`src/rtl/la_cellbist_pkg.sv`:
```
// la_cellbist_pkg: shared state encoding and widths for the cell self-test harness
package la_cellbist_pkg;
  typedef enum logic [1:0] {IDLE, DRIVE, SAMPLE, DONE} state_t;
  localparam int CODE_W = 4;
  localparam int NCODES = 16;
  localparam int CNT_W = 5;
  localparam int SETTLE_W = 8;
endpackage

```
`src/rtl/la_settle_timer.sv`:
```
// la_settle_timer: loadable down-counter that flags expiry when it reaches zero
module la_settle_timer
  import la_cellbist_pkg::*;
(
  input  logic                clk,
  input  logic                reset,
  input  logic                load,
  input  logic [SETTLE_W-1:0] load_val,
  output logic                expired
);
  logic [SETTLE_W-1:0] cnt;
  always_ff @(posedge clk) begin
    if (reset) cnt <= '0;
    else if (load) cnt <= load_val;
    else if (cnt != '0) cnt <= cnt - 1'b1;
  end
  assign expired = cnt == '0;
endmodule

```
`src/rtl/la_cellbist4.sv`:
```
// la_cellbist4: sweeps a 4-input cell through all 16 codes and checks z against a truth table
module la_cellbist4
  import la_cellbist_pkg::*;
#(
  parameter string             PROP   = "DEFAULT",
  parameter logic [NCODES-1:0] TRUTH  = 16'hE000,
  parameter int                SETTLE = 1
) (
  input  logic              clk,
  input  logic              reset,
  input  logic              start,
  output logic              a0,
  output logic              a1,
  output logic              b0,
  output logic              c0,
  input  logic              z,
  output logic              busy,
  output logic              done,
  output logic              pass,
  output logic [CNT_W-1:0]  err_count,
  output logic [CODE_W-1:0] fail_idx
);
  state_t state, state_n;
  logic [CODE_W-1:0] code;
  logic load, expired, go, last, miss;
  assign go = start && (state == IDLE || state == DONE);
  assign last = code == CODE_W'(NCODES - 1);
  assign miss = z != TRUTH[code];
  assign busy = state == DRIVE || state == SAMPLE;
  assign done = state == DONE;
  assign pass = done && err_count == '0;
  assign {c0, b0, a1, a0} = busy ? code : '0;
  la_settle_timer u_timer (
    .clk      (clk),
    .reset    (reset),
    .load     (load),
    .load_val (SETTLE_W'(SETTLE - 1)),
    .expired  (expired)
  );
  always_comb begin
    state_n = go ? DRIVE
            : state == DRIVE && expired ? SAMPLE
            : state == SAMPLE ? (last ? DONE : DRIVE)
            : state;
    load = go || (state == SAMPLE && !last);
  end
  always_ff @(posedge clk) state <= reset ? IDLE : state_n;
  always_ff @(posedge clk) begin
    if (reset || go) begin
      code <= '0;
      err_count <= '0;
      fail_idx <= '0;
    end else if (state == SAMPLE) begin
      if (miss) begin
        err_count <= err_count + 1'b1;
        if (err_count == '0) fail_idx <= code;
      end
      if (!last) code <= code + 1'b1;
    end
  end
endmodule

```
`config.mk`:
```
export PLATFORM = sky130hd
export DESIGN_NAME = la_cellbist4
export DESIGN_NICKNAME = d
export VERILOG_FILES = /design/src/rtl/la_cellbist_pkg.sv /design/src/rtl/la_settle_timer.sv /design/src/rtl/la_cellbist4.sv
export SDC_FILE = /design/constraint.sdc
export NUM_CORES = 1
export LEC_CHECK = 0
export CORE_ASPECT_RATIO = 1.25
export CORE_UTILIZATION = 30
export DETAILED_ROUTE_END_ITERATION = 8
export GPL_TIMING_DRIVEN = 1
export PLACE_DENSITY = 0.49
export SLEW_MARGIN = 5
export SYNTH_ARGS = -nofsm -noshare
export SYNTH_HDL_FRONTEND = slang
export SYNTH_HIERARCHICAL = 1
export SYNTH_SLANG_ARGS = --single-unit
```
`constraint.sdc`:
```
create_clock -name clk -period 1.78 [get_ports clk]
set_clock_uncertainty 0.1 [all_clocks]
set_input_delay 0.356 -clock clk [delete_from_list [all_inputs] [get_ports clk]]
set_output_delay 0.356 -clock clk [all_outputs]
set_load 0.05 [all_outputs]
```
* Yosys cells after proc, flatten, opt, wreduce, memory -nomap -nowiden
Memory sizes are Yosys's and may differ from the RTL's. A register that Yosys moved wholly into a read port is not among the register bits.
Index checks and enable logic that the tools add are counted.
** Operators by class
- Add/sub/neg operators :: 3
- Magnitude comparators :: 1
- Equality and inequality tests :: 5
- Multiplexer cells :: 8
- Bitwise gates (word level) :: 1
- Reductions and logical operators :: 20
** Operators with widths (number)
- 4-bit two-way mux :: 3
- 8-bit logical NOT :: 1
- 8-bit nonzero test :: 1
- 8-bit by 1-bit subtractor with 8-bit output, second input constant :: 1
- 2-bit two-way mux :: 3
- 5-bit by 1-bit adder with 5-bit output, second input constant :: 1
- 5-bit logical NOT :: 1
- 4-bit by 5-bit less-than comparator with 1-bit output, second input constant :: 1
- 4-bit by 1-bit adder with 4-bit output, second input constant :: 1
- 2-bit equality test, second input constant :: 2
- 4-bit equality test, second input constant :: 1
- 1-bit logical AND :: 4
- 1-bit logical OR :: 4
- 2-bit AND reduction :: 2
- 2-bit OR reduction :: 2
- 3-bit AND reduction :: 1
- 3-bit nonzero test :: 1
- 2-bit by 1-bit equality test with 1-bit output, second input constant :: 1
- 2-bit logical NOT :: 1
- 1-bit two-way mux :: 2
- 2-bit nonzero test :: 1
- 1-bit logical NOT :: 1
- 1-bit != test :: 1
- 1-bit inverter :: 1
** Word-level totals
- Register bits :: 23
- Bits in read-only memories :: 16
- Input port bits :: 4
- Output and inout port bits :: 16
- Word-level logic and storage cells :: 45
- Memories :: 1
** Memories
- (name not given) :: words 16, width 1, rd ports 1, clocked after Yosys merged registers in 1, wr ports 0, RTL line la_cellbist4.sv:28 : assign miss = z != TRUTH[code];

* Depth between registers and ports, before layout
- Depth in word-level cells :: 5
- Mapped depth :: 9
- Depth with buffers taken out :: 7

* Hierarchy
The synthesis kept the hierarchy.
** By module, submodules not included
- la_cellbist4 :: instances 1, cells each 101, area an instance 879.6 µm², seq. area each 320.3 µm²
- la_settle_timer :: instances 1, cells each 53, area an instance 475.5 µm², seq. area each 160.2 µm²

* Worst setup path after synthesis
No wires, ideal clock.
- Path type :: register -> output
- From :: register err_count[0]
- To :: output pass
- Data arrival time :: 1.897 ns
- Required time :: 1.324 ns
- Setup slack :: -0.573 ns
- Cell stages (with the launch flop) :: 5
- Path buffers :: 0
- Path through :: dfxtp_1 inv_1 ha_1 or4b_4 nor2_1
** On the way
- Cells in the longest elaborated chain, start to end :: 2
** RTL lines
- from (decl) :: RTL line la_cellbist4.sv:20 : output logic [CNT_W-1:0] err_count,
- from (signal assigned) :: RTL line la_cellbist4.sv:55 : err_count <= err_count + 1'b1;
- 5-bit logical NOT :: RTL line la_cellbist4.sv:31 : assign pass = done && err_count == '0;
- 1-bit logical AND :: RTL line la_cellbist4.sv:31
- to (decl) :: RTL line la_cellbist4.sv:19 : output logic pass,
No other way between the ends.

* Worst setup path in the final report
Ends and elaborated chain as after synthesis.

==> results.md <==
- Critical Path RT: 1320 ps
- Routed WL: 3.122 mm
- Area growth syn-to-layout: 49.68%
- Fin util: 48.33%
- Crit Path Class: reg2out
- Clock root cell: clkbuf_8
- Post-DRT Antenna Nets: 0
- Sequential area share after synthesis: 35.46%
- Commonest non-fill, non-tap cell in the layout: buf_4
- Post-detail-place hpwl: 2.388 mm
- Port bufs: 19
- Area of the multi-input gates: slightly below 900 um2
- CTS tree: yes
- Clk buf depth: 2
- Tot Pwr: approximately 1700 uW
- Setup TNS: -247.9 ps
- H-tree levels: 1
- Highest clock rate: 511.3 MHz
- Die X: between 60 and 70 um
- Layout cells sized above 1: 37.20%
- WP data arrival: roughly 1500 ps
- Seq pwr share: 39.1%
- N_diodes: 0
- Total gr overflow: 0
- DIE HEIGHT: ~77 um
- Crit Path Max Fanout: 2
- DR iter-0 viols: 48
- Violated checks: negative setup slack
- Storage cell area: approximately 490 um2
- RSZ-0062 raised after global routing: yes
- CTS Hold Bufs: 0
- Num rows: 26
- Area of the core: 4197 um2
- Final min period: 1956 ps
- Final worst slack: -175.8 ps
- Max cap viols: 0
- Gate power share: 39.3%
- P_leak: ~0.00080 uW
- Crit. End Element: output port
- Hold WC Path Type: reg2reg
- Cells after Synth: 154
- Sw Share: between 30% and 40%
- CP Launch Type: flop
- VDD IR max: roughly 0.41 mV
- Netlist cell types: 43
- Nets@finish: 219
- Clk Latency, worst-skew pair: 270 ps
- Final Hold Viols: 0
- Die ar.: 4791 um2
- Final Max Tran Viols: 0
- Int Pwr: approximately 1200 uW
- Flop and latch count out of synthesis: 24
- First-pass GRT wire length: between 5 and 6 mm
- Routed vias: approximately 1.2k
- Initial Utilization: 32.29%
- IO Pins: 20
- Initial antenna violation count: 0
- Pin count of the biggest net entering global routing: 14
- GRT Util Overall: 13.83%
- Final cycle utilization of the critical path: 109.9%
- Fill count: 397
- Final hold slack: 363.8 ps
- Setup violators final: 5
- Psw: 582.4 uW
- Most frequent cells in the layout: buf_4, nand2_1, dfxtp_1
- Post-Syn Area per Cell: 8.799 um2
- # DRC: 0
- Clock Sinks: 24
- Clk pwr share: 21.6%
- Post-Syn Area: 1355 um2
- Clock slew at reported path FFs: 90 ps
- Routed wire per std cell: 11.87 um
- Status: finished, violations left
- Iteration count of the initial detailed-routing pass: 4
- Vias per cell: about 4.6
- Number of global-route vias before repair: between 1k and 1.5k
- Placer congestion estimate: 0.7677
- Synth warnings: 6
- CTS buffer count: 3
- Cell Pwr Density: 858.7 nW/um2
-- per-stage QoR --
stage | std cells | worst slack, ps | cell area (um2)
2_1_floorplan | 161 | -143.6 | 1393
3_3_place_gp | 257 | -79.93 | 1876
3_5_place_dp | 257 | -117.9 | 1876
5_1_grt | 263 | -262.5 | 2028
6_report | 263 | -175.8 | 2028
4_1_cts | 262 | -192.5 | 1998
-- synth_stat cells (all sizes together) --
| master | instances | area share, % |
|---|---|---|
| nor3b | 2 | 1.1 |
| o211ai | 1 | 0.92 |
| or4b | 1 | 1.0 |
| a211oi | 2 | 1.1 |
| nor2b | 6 | 2.8 |
| or3 | 2 | 0.92 |
| nand2b | 3 | 1.6 |
| or2 | 1 | 0.46 |
| ha | 7 | 6.5 |
| inv | 11 | 3.0 |
| and4bb | 1 | 0.92 |
| nor4b | 1 | 0.65 |
| nor4 | 1 | 1.6 |
| conb | 1 | 0.28 |
| and3 | 1 | 0.46 |
| o21ai | 7 | 2.6 |
| nand2 | 19 | 5.3 |
| o31ai | 1 | 0.55 |
| dfxtp | 24 | 35 |
| o32ai | 4 | 2.6 |
| a311oi | 1 | 0.65 |
| a21oi | 11 | 4.1 |
| o21a | 1 | 0.55 |
| xnor2 | 4 | 3.1 |
| xor2 | 2 | 1.3 |
| o311ai | 1 | 0.65 |
| clkbuf | 4 | 1.1 |
| o41ai | 1 | 0.65 |
| nand3 | 5 | 1.8 |
| or4 | 2 | 1.4 |
| buf | 3 | 2.3 |
| nand4 | 2 | 0.92 |
| and4b | 2 | 1.5 |
| nor3 | 7 | 3.4 |
| mux2i | 7 | 5.2 |
| nor2 | 4 | 1.1 |
| a21boi | 1 | 0.55 |
-- critical path, cell delays in order (launching register included) --
cell,delay (ps)
dfxtp_2,330
inv_2,60
ha_4,110
or4b_4,470
nor2_4,120
buf_12,140
-- power groups by stage --
stage                     clock [uW]  combinational (uW)  sequential (uW)
final                            377                 684              681
after global placement             0                 618              686
after global routing             417                 748              694
after detailed placement           0                 629              690
after CTS                        385                 657              679
after floorplan                    0                 430              683
-- worst paths after layout --
check / startpoint / to / slack [ps] / cells after the start
hold / removal: fail_idx[0] / fail_idx[0] / 360 / 2
hold reg to reg: fail_idx[0] / fail_idx[0] / 360 / 2
setup reg to reg: err_count[0] / fail_idx[0] / -20 / 6
setup / recovery: err_count[0] / pass / -180 / 5
-- layout make-up --
class,count,area share [%]
multi-input combinational,119,43.92
sequential,24,24.06
timing repair buffer,49,23.81
tap,56,3.455
clock buffer,4,2.714
inverter,11,2.036
-- kinds of logic (layout without fill, tap and decap cells) --
logic type                 after synthesis  after routing  share of synthesized area, %
buffers and inverters                   18             64                         6.462
AOI/OAI and AO/OA                       31             31                         14.87
muxes                                    7              7                         5.171
and+or+nand+nor                         60             60                         26.87
other                                    1              8                        0.2767
adders and majority gates                7              7                         6.463
xor gates and xnor gates                 6              6                         4.433
DFF                                     24             24                         35.46
-- what timing repair did --
item / CTS / global route
gates resized for setup: 15 / 10
setup buffers: 1 / 1
setup endpoints to repair: 10 / 14
pin swaps: 3 / 0
-- state kept, by name, indices dropped and copies added, names as in the netlist, named ones only --
signal,count
state,2
fail_idx,4
code,4
err_count,5
u_timer/cnt,8
-- per-layer routing --
| layer | global-route usage [%] | routed length (um) |
|---|---|---|
| met5 | 0 | 0 |
| met4 | 4.884 | 23 |
| met3 | 2.530 | 68 |
| met2 | 22.97 | 1502 |
| met1 | 17.75 | 1528 |
Note: power is estimated with default switching activity, not from simulation.
==> edit, RTL diff (same flow settings) <==
`NCODES`: 16 -> 17.
--- a/src/rtl/la_cellbist_pkg.sv
+++ b/src/rtl/la_cellbist_pkg.sv
@@ -3,5 +3,5 @@
   typedef enum logic [1:0] {IDLE, DRIVE, SAMPLE, DONE} state_t;
   localparam int CODE_W = 4;
-  localparam int NCODES = 16;
+  localparam int NCODES = 17;
   localparam int CNT_W = 5;
   localparam int SETTLE_W = 8;
Check against the original RTL: not equivalent (a bounded check fails within 4 cycles, from zero or initial values and one cycle with reset high).
==> edit against the unedited design <==
- worst setup slack improved by 0.19 ns
- die area decreased by 1.5%
- sequential cell count unchanged
- power increased by 3.7%
- cell area decreased by 2.3%
- synthesized cell count decreased by 7.1%
- core utilization decreased by 0.76 points
- area after synthesis decreased by 1.6%
- routed wire length decreased by 4.0%
- sequential share of layout area increased by 0.39 points
- critical path type unchanged
- largest cell class unchanged
==> edit: results (changes against the unedited design) <==
| Metric | Value |
|---|---|
| # port buffers | `19 (unchanged)` |
| Dpl hpwl | `2350 µm (-1.5%)` |
| Multiplexer share of the synthesized area | `0.0450 (-0.00668)` |
| Top cells by count, synth | `24 x dfxtp_1, 14 x nand2_1, 13 x nor2_1, 10 x inv_1, 8 x ha_1` |
| Detailed Routing Iterations Pass 1 | `4 (unchanged)` |
| Largest net degree at the start of global routing | `14 (unchanged)` |
| Routed vias | `1,103 (-9.7%)` |
| Overall routing resource usage | `0.145 (+0.00715)` |
| Clk_lat worst skew | `0.26 ns` |
| Post-Synth XOR/XNOR Area | `0.0779 (+0.0335)` |
| Max Buffers Root-to-Sink | `2 (unchanged)` |
| Largest regs | `u_timer/cnt x8, err_count x5` |
| Synth Flop Type | `dfxtp_1` |
| Final WL | `3000 µm (-4.0%)` |
| CTS H-tree depth | `1 (unchanged)` |
| GP Congestion | `0.705 (-8.2%)` |
| Peak VDD IR | `586 µV (+41%)` |
| Synthesized-area fraction occupied by adder cells | `0.0750 (+0.0104)` |
| Synth top area cells | `dfxtp_1 36%, ha_1 7.5%, mux2i_1 4.5%` |
| Number of buffers created by CTS | `3 (unchanged)` |
| Crit path largest cell delay | `0.33 ns (-0.14 ns)` |
| Yosys Warn Count | `6 (unchanged)` |
| Synth Area in Compound Gates | `0.0919 (-0.0567)` |
| Vias in the first global route | `1,148 (-0.17%)` |
| Share of cells above drive strength 1 | `0.395 (+0.0228)` |
| Status | `finished, final reports clean` |
| Static Leak | `0.816 nW (+2.6%)` |
| Initial antenna violation count | `0 (unchanged)` |
| Post-synthesis sequential area ratio | `0.360 (+0.00565)` |
| Final-stage net count | `203 (-7.3%)` |
| Clock Pin Slew Worst Setup and Hold Paths | `0.09 ns (about the same)` |
| # diodes | `0 (unchanged)` |
| Critical path arrival | `1.31 ns (-0.19 ns)` |
| Fill count | `419 (+5.5%)` |
| Crit path max-delay family | `simple AND/OR/NAND/NOR gates` |
| Pre-CTS setup slack | `-0.0210 ns (+0.0969 ns)` |
| Worst hold path type | `register to register` |
| Antenna viol nets, final | `0 (unchanged)` |
| DRT iter0 DRCs | `40 (-17%)` |
| Slowest library cell on the worst path | `dfxtp_2` |
| First-pass GRT wire length | `5220 µm (-1.9%)` |
| Async S/R FF share, synth | `0 (unchanged)` |
[edit: changes by cell type in the layout (fill, tap and decap cells not counted), moves of 3 or more]
cell	unedited run	this run
buf_4	37	28
a21oi_1	11	5
nand2_1	19	14
dfxtp_2	6	3
dfxtp_1	18	21
nor2_1	3	11
nor2_2	0	3
o21ai_0	6	2
xor2_1	2	5
[edit: logic make-up (layout without fill, tap and decap cells)]
logic type,Yosys count,count (layout)
flip-flops,24,24
AND/OR/NAND/NOR,61,61
buffers and inverters,15,55
multiplexers,6,6
AO/OA/AOI/OAI,17,17
other,1,8
adder cells (fa/ha/maj),8,8
XOR/XNOR,11,11
[edit: metrics by stage]
| stage | hold slack [ns] | instances | util | instance area [µm²] | TNS (ns) |
|---|---|---|---|---|---|
| floorplan | 0.325 | 150 | - | 1370 | -0.414 |
| global placement | 0.371 | 238 | 0.436 | 1820 | -0.0161 |
| detailed placement | 0.382 | 238 | 0.436 | 1820 | -0.0321 |
| CTS | 0.437 | 246 | 0.472 | 1970 | 0 |
| global route | 0.460 | 246 | 0.476 | 1980 | -0.0421 |
| finish | 0.426 | 246 | 0.476 | 1980 | 0 |
[edit: worst reg2reg max path: stages (launching register included)]
cell and delay [ns]:
dfxtp_1 0.32, inv_2 0.09, ha_2 0.20, nand2b_4 0.06, o21ai_4 0.12, nand2_1 0.11, or4_4 0.52, o211ai_2 0.08
[edit: area by class of cell]
cell class              count  area, µm²  area share
clock buffers               4       55.1      0.0278
inverters                  10       37.5      0.0190
multi-input cells         111        893       0.451
flip-flops and latches     24        484       0.244
well taps                  56       70.1      0.0354
repair buffers             41        440       0.222
[edit: final timing paths]
kind           startpoint             end  slack (ns)  cells past startpoint
max reg2reg       code[1]  u_timer/cnt[0]        0.11                      7
max          err_count[0]            pass        0.01                      5
min reg2reg   fail_idx[3]     fail_idx[3]        0.43                      2
min           fail_idx[3]     fail_idx[3]        0.43                      2
[edit: metal layers]
metal	up-vias	GRT usage	part of all wire
met5	-	0	0
met1	511	0.171	0.41
met2	20	0.258	0.56
met4	0	0.0467	0.0077
met3	2	0.0204	0.027
li1	570	-	-
[edit: timing repair]
action | CTS | global route
endpoints found under the setup margin | 6 | 8
pin swaps | 2 | 1
resized for setup | 19 | 3
buffers inserted | 4 | 1
[edit: power breakdown]
part,switching (mW),leakage (nW),internal (mW)
Combinational,0.364,0.591,0.372
Clock,0.172,0.0288,0.197
Sequential,0.0893,0.197,0.612
Total,0.624,0.816,1.18
